$ cat src/rtl/rl_ram_arb.sv
// rl_ram_arb: two-port arbiter in front of a single-port synchronous RAM.
//
// Each requester presents a word address, write flag, byte enables and write
// data. At most one requester is granted per cycle. The grant is combinational
// from the request inputs and the last-grant register. The granted transfer
// drives the RAM directly. Its response (rvalid, plus rdata for reads) comes
// back on the same port exactly one cycle later. A new grant may be issued in
// the same cycle as a response, so one requester alone gets one transfer per
// cycle.
//
// Configuration:
//   RL_RAM_ARB_RR_EN  defined   -> contention is round-robin (the port opposite
//                                  to the last granted one wins)
//                     undefined -> contention is fixed priority (port 0 wins)
//
// Parameters:
//   ABITS  RAM word-address width
//   DBITS  RAM data width
//   BBITS  byte-enable width, derived as (DBITS+7)/8
//
// Ports:
//   clk_i, rst_ni                   clock, asynchronous active-low reset
//   req<n>_i                        request from requester n
//   addr<n>_i, we<n>_i, be<n>_i     address, write flag, byte enables
//   wdata<n>_i                      write data
//   gnt<n>_o                        transfer of requester n accepted this cycle
//   rvalid<n>_o                     response for requester n (one cycle after grant)
//   rdata<n>_o                      read data while rvalid<n>_o after a read, else 0
//   ram_addr_o, ram_we_o, ram_be_o  RAM address, write enable, byte enables
//   ram_din_o                       RAM write data
//   ram_dout_i                      RAM read data, valid one cycle after address

module rl_ram_arb #(
    parameter int unsigned ABITS = 10,
    parameter int unsigned DBITS = 32,
    localparam int unsigned BBITS = (DBITS + 7) / 8
) (
    input  logic             clk_i,
    input  logic             rst_ni,

    input  logic             req0_i,
    input  logic [ABITS-1:0] addr0_i,
    input  logic             we0_i,
    input  logic [BBITS-1:0] be0_i,
    input  logic [DBITS-1:0] wdata0_i,
    output logic             gnt0_o,
    output logic             rvalid0_o,
    output logic [DBITS-1:0] rdata0_o,

    input  logic             req1_i,
    input  logic [ABITS-1:0] addr1_i,
    input  logic             we1_i,
    input  logic [BBITS-1:0] be1_i,
    input  logic [DBITS-1:0] wdata1_i,
    output logic             gnt1_o,
    output logic             rvalid1_o,
    output logic [DBITS-1:0] rdata1_o,

    output logic [ABITS-1:0] ram_addr_o,
    output logic             ram_we_o,
    output logic [BBITS-1:0] ram_be_o,
    output logic [DBITS-1:0] ram_din_o,
    input  logic [DBITS-1:0] ram_dout_i
);

    logic             last_q;     // port of the most recent granted transfer
    logic             rvalid0_q;
    logic             rvalid1_q;
    logic             rd_q;       // the outstanding response belongs to a read
    logic             win0;       // port 0 wins when both request
    logic             gnt0;
    logic             gnt1;
    logic             ram_we;
    logic [BBITS-1:0] be_sel;

`ifdef RL_RAM_ARB_RR_EN
    // last_q == 1 means port 1 went last, so it is port 0's turn.
    assign win0 = last_q;
`else
    assign win0 = 1'b1;
    // last_q is still tracked but plays no part in fixed-priority arbitration.
    logic unused_last;
    assign unused_last = last_q;
`endif

    // Gating with rst_ni keeps grants (and thus RAM writes) off during reset.
    assign gnt0 = rst_ni & req0_i & (~req1_i | win0);
    assign gnt1 = rst_ni & req1_i & (~req0_i | ~win0);

    assign gnt0_o = gnt0;
    assign gnt1_o = gnt1;

    // RAM side: port 0 fields are the idle default.
    always_comb begin
        ram_addr_o = addr0_i;
        ram_din_o  = wdata0_i;
        be_sel     = be0_i;
        ram_we     = 1'b0;
        if (gnt1) begin
            ram_addr_o = addr1_i;
            ram_din_o  = wdata1_i;
            be_sel     = be1_i;
            ram_we     = we1_i;
        end else if (gnt0) begin
            ram_we     = we0_i;
        end
        ram_we_o = ram_we;
        ram_be_o = ram_we ? be_sel : '0;
    end

    // Response tracking. A pending response is dropped by reset.
    always_ff @(posedge clk_i or negedge rst_ni) begin
        if (!rst_ni) begin
            last_q    <= 1'b1;
            rvalid0_q <= 1'b0;
            rvalid1_q <= 1'b0;
            rd_q      <= 1'b0;
        end else begin
            rvalid0_q <= gnt0;
            rvalid1_q <= gnt1;
            rd_q      <= (gnt0 | gnt1) & ~ram_we;
            if (gnt0) begin
                last_q <= 1'b0;
            end else if (gnt1) begin
                last_q <= 1'b1;
            end
        end
    end

    assign rvalid0_o = rvalid0_q;
    assign rvalid1_o = rvalid1_q;

    // RAM read data arrives one cycle after the address, aligned with rvalid.
    assign rdata0_o = (rvalid0_q & rd_q) ? ram_dout_i : '0;
    assign rdata1_o = (rvalid1_q & rd_q) ? ram_dout_i : '0;

endmodule

$ cat config.mk
export PLATFORM = sky130hd
export DESIGN_NAME = rl_ram_arb
export DESIGN_NICKNAME = d
export VERILOG_FILES = /design/src/rtl/rl_ram_arb.sv
export SDC_FILE = /design/constraint.sdc
export NUM_CORES = 1
export LEC_CHECK = 0
export BUFFER_PORTS_ARGS = -buffer_cell sky130_fd_sc_hd__clkbuf_2
export CAP_MARGIN = 20
export CORE_AREA = 2 2 96 98
export DETAILED_ROUTE_END_ITERATION = 8
export DIE_AREA = 0 0 98 100
export PLACE_DENSITY_LB_ADDON = 0.05
export SLEW_MARGIN = 20
export SYNTH_ARGS = -nofsm -noshare
export SYNTH_HDL_FRONTEND = slang
export SYNTH_SLANG_ARGS = --single-unit
export TNS_END_PERCENT = 5
$ cat constraint.sdc
create_clock -name clk_i -period 2.1 [get_ports clk_i]
set_clock_uncertainty 0.05 [all_clocks]
set_input_delay 0.42 -clock clk_i [delete_from_list [all_inputs] [get_ports clk_i]]
set_output_delay 0.42 -clock clk_i [all_outputs]
set_load 0.02 [all_outputs]
==> out/summary.txt, run 1 <==
Final Hold Viols = 0
Post-synth cell types = 16
Post-Route WL = 6505 µm
Share of cells above drive strength 1 = 78.22%
First-pass GRT wire length = 9446 µm
Hpwl dp = 5744 µm
Postcts setup bufs = 0
H-tree level count = 1
Via/cell ratio = 4.205
Clock-pin slew on the worst setup and hold paths = 30 ps
Outcome = completed
CTS tree = done
Synth Register Bits = 3
Routed vias = 2069
Die H = 100 µm
Synth top area share = 32.19%
Final period demand of the worst path = 1961 ps
Worst slew margin = 73.10%
Root buffer cell = clkbuf_8
Initial Util = 13.99%
Yosys warning count = 0
Area of the die = 0.009800 mm²
Area grow syn2layout = 111.3%
Data arrival, critical path = 1490 ps
Hold buffers post-CTS = 0
Endpoint type of the worst setup path = primary output
MaxCap Viol Count = 0
Post-synthesis cell area = 0.001244 mm²
Pwr Density = 276.3 mW/mm²
Max Clk Rate = 0.5099 GHz
Setup TNS = 0 ps
Number of global-route vias before repair = 1876
# rows = 35
IO Count = 245
# nets final = 512
Final Max Tran Viols = 0
All-layer global routing usage = 11.95%
Critical path class = input pin to primary output
Syn_area_per_cell = 8.697 µm²
Most common cell after layout, fill and taps aside = clkbuf_2
Routability Congestion = 0.8958
Die width = 98 µm
Clock buffer count from CTS = 3
Routed WL per cell = 13.22 µm
Hold Crit Class = input pin to async pin
PortBufs = 244
RSZ-0062 raised after global routing = false
Clk buf depth = 2
Post-Synthesis Cells = 143
Antenna violations before repair = 0
Drc violations = 0
Seq/Total Area, Yosys = 6.036%
Top cells by area, synth = and3_1 32%, mux2_4 30%, mux2_2 15%
CTS resizes = 0
DR iter-0 viols = 61
Tcrit/Tclk final = 93.38%
Fill cells = 1004
Post-synth top area cell = and3_1
Commonest non-fill, non-tap cells in the layout = 244 x clkbuf_2, 64 x and3_1, 25 x mux2_4, 17 x mux2_2, 7 x buf_4
Worst-margin pin slew = 400.8 ps
Layout Cell Area excl Fill = 0.002628 mm²
Number of routed nets with antenna violations = 0
Worst IR Drop VDD = 102.7 µV
Post-Syn Nets = 273
Largest net degree at the start of global routing = 34
Post-place instance area = 0.002581 mm²
Crit start category = input pin
Drt first pass iters = 4
# clock sinks = 3
Antenna cells = 0
Core ar. = 0.008890 mm²
Worst Path Max Fanout = 32
# setup viols final = 0
Leak pwr = 1.921 nW
Global route total overflow = 0
Worst EP required = 1630 ps
## metrics by stage
stage / total power (W) / util [%] / hold WS [ps] / instances / setup WS (ps)
2_1_floorplan: 0.0003384 / - / 74.41 / 143 / 336.2
3_3_place_gp: 0.0005727 / 29.04 / 279.8 / 488 / 137.9
3_5_place_dp: 0.0005685 / 29.04 / 277.8 / 488 / 121.7
4_1_cts: 0.0007399 / 29.54 / 50.21 / 492 / 105.4
5_1_grt: 0.0007799 / 29.56 / 50.58 / 492 / 52.25
6_report: 0.0007261 / 29.56 / 51.59 / 492 / 139.0
## cells by family after synthesis
logic type / share of synthesized area (%)
flops: 6.036
buf+inv: 8.250
compound gates: 1.207
simple gates: 35.71
mux: 48.79
## critical path: stages
cell,delay [ps]
clkbuf_2,110
nand3b_1,170
buf_12,250
mux2_2,360
clkbuf_2,150
## cell type report
class,instances,area (µm²),area share (%)
Clock buffer,4,45.04,1.714
Inverter,2,7.507,0.2857
Multi-Input combinational cell,120,1066,40.57
Sequential cell,3,76.32,2.905
Tap cell,111,138.9,5.286
Timing Repair Buffer,252,1294,49.24
## layer usage
metal / share of wire, % / track usage, % / vias up
met5: 0 / 0 / -
met2: 59 / 25.71 / 123
li1: - / - / 1005
met1: 31 / 11.34 / 937
met4: 0.25 / 1.603 / 0
met3: 9.6 / 3.134 / 4
## state kept, by name, summed over array words and instances, names as in the netlist
register / flops
rd_q: 1
rvalid0_o: 1
rvalid1_o: 1
## Yosys cell counts
cell type  number
nand3b_1        1
buf_6           3
mux2_4         25
buf_4           1
dfrtp_1         3
clkbuf_1       13
mux2i_1         4
and3_1         64
nor2_1          4
and2_1          2
o211a_1         1
mux2_2         17
inv_1           2
o21ai_1         1
and3b_1         1
buf_2           1
## power by group
| group | switching [W] | internal [W] |
|---|---|---|
| logic | 0.000253 | 0.000240 |
| registers | 0.00000593 | 0.0000616 |
| clock network | 0.0000361 | 0.000129 |
| total | 0.000295 | 0.000431 |
## how the worst max path moves through the flow
stage	start	endpoint	slack (ps)	depth (start not counted)
2_1_floorplan	req0_i	ram_be_o[0]	340	5
3_3_place_gp	req0_i	ram_din_o[2]	140	5
3_5_place_dp	req0_i	ram_addr_o[7]	120	5
4_1_cts	rd_q$_DFF_PN0_	rdata1_o[20]	110	3
5_1_grt	req0_i	ram_addr_o[7]	50	5
6_report	req0_i	ram_addr_o[2]	140	5
Note: power is estimated with default switching activity, not from simulation.
==> inputs of run 2 (changes only) <==
==> constraint.sdc (replaced) <==
create_clock -name clk_i -period 2.1 [get_ports clk_i]
set_clock_uncertainty 0.05 [all_clocks]
set_input_delay 0.315 -clock clk_i [delete_from_list [all_inputs] [get_ports clk_i]]
set_output_delay 0.315 -clock clk_i [all_outputs]
set_load 0.02 [all_outputs]
==> out/summary.txt, run 2 (synthesis results as in run 1) <==
WHS = 329.8 ps
Endpoint type of the worst setup path = primary output
RSZ-0062 raised after global routing = false
Via/cell ratio = 4.098
Area of the die = 0.009800 mm²
Crit path from = req0_i
Root buffer cell = clkbuf_8
Final Hold Viols = 0
Final Max Tran Viols = 0
Die width = 98 µm
Hpwl dp = 5581 µm
Pwr Density = 276.1 mW/mm²
Worst-margin pin slew = 449.3 ps
All-layer global routing usage = 11.71%
Worst Path Max Fanout = 15
H-tree level count = 1
Core ar. = 0.008890 mm²
PortBufs = 244
Max Clk Rate = 0.5691 GHz
CP top delay family = buffers and inverters
Setup TNS = 0 ps
Crit start category = input pin
Commonest non-fill, non-tap cells in the layout = 244 x clkbuf_2, 64 x and3_1, 25 x mux2_4, 17 x mux2_2
Post-Route WL = 6428 µm
Bufs and invs on worst path = 3
MaxCap Viol Count = 0
Global route total overflow = 0
Area grow syn2layout = 110.2%
Crit-path most repeated cell = clkbuf_2
Worst IR Drop VDD = 158.8 µV
Die H = 100 µm
Reg power frac = 8.6%
Number of routed nets with antenna violations = 0
Worst slack at placement = 292.4 ps
Share of cells above drive strength 1 = 77.57%
Drc violations = 0
Slowest Stage Delay on Critical Path = 370 ps
# nets final = 510
Most common cell after layout, fill and taps aside = clkbuf_2
Cell Chain, Critical Path = clkbuf_2, nand3b_1, buf_4, mux2_2, clkbuf_2
Worst slew margin = 70.05%
Critical path class = input pin to primary output
Comb power frac = 68.5%
Routed WL per cell = 13.12 µm
Routed vias = 2008
Clk buf depth = 2
Hold_sp = req1_i
First-pass GRT wire length = 9377 µm
Clock buffer count from CTS = 3
Routability Congestion = 0.8458
Antenna cells = 0
Hold Crit Class = input pin to flip-flop
Psw = 0.0002942 W
Antenna violations before repair = 0
Clk pwr share = 22.9%
Switching Share = 40.76%
CTS tree = done
Final period demand of the worst path = 1757 ps
Drt first pass iters = 4
# setup viols final = 0
Data arrival, critical path = 1390 ps
Worst EP required = 1740 ps
# clock sinks = 3
Initial Util = 13.99%
Largest net degree at the start of global routing = 65
Cell-internal power = 0.0004275 W
DR iter-0 viols = 48
Layout Cell Area excl Fill = 0.002614 mm²
Outcome = completed
# rows = 35
CP max stage cell = mux2_2
IO Count = 245
Number of global-route vias before repair = 1832
Clock-pin slew on the worst setup and hold paths = 30 ps
Leak pwr = 1.912 nW
Tcrit/Tclk final = 83.68%
Post-place instance area = 0.002559 mm²
Final worst slack = 342.8 ps
[run 2: power groups by stage]
stage	clock (W)	combinational (W)	sequential, W
finish	0.000165	0.000495	0.0000619
global route	0.000178	0.000534	0.0000623
CTS	0.000172	0.000502	0.0000619
detailed placement	0	0.000499	0.0000626
global placement	0	0.000503	0.0000627
floorplan	0	0.000272	0.0000662
[run 2: repair_timing]
action                    4_1_cts  5_1_grt
hold endpoints to repair        3        0
buffers inserted                0        0
gates resized for setup         0        0
hold buffers                    1        0
[run 2: final timing paths]
kind                                       end  cells after the start
hold / removal                  rd_q$_DFF_PN0_                      2
max in group asynchronous  rvalid1_o$_DFF_PN0_                      2
min in group asynchronous       rd_q$_DFF_PN0_                      2
setup / recovery                 ram_addr_o[8]                      5
[run 2: routing by layer]
layer	global-route usage, %	vias to the layer above	wire length, µm
met1	11.37	881	2082
met5	0	-	0
met3	3.273	2	613
li1	-	1004	-
met2	24.71	121	3725
met4	1.603	0	6
[run 2: cell type report]
cell class / instances / area (µm²)
Clock buffer: 4 / 45.04
Inverter: 2 / 7.507
Multi-Input combinational cell: 120 / 1066
Fill cell: 987 / 6276
Timing Repair Buffer: 250 / 1281
Tap cell: 111 / 138.9
Sequential cell: 3 / 75.07
[run 2: per-stage QoR]
stage          utilization [%]   power, W  instances
6_report                 29.40  0.0007217        490
2_1_floorplan                -  0.0003384        143
3_3_place_gp             28.78  0.0005661        485
3_5_place_dp             28.78  0.0005620        485
5_1_grt                  29.40  0.0007743        490
4_1_cts                  29.40  0.0007364        490
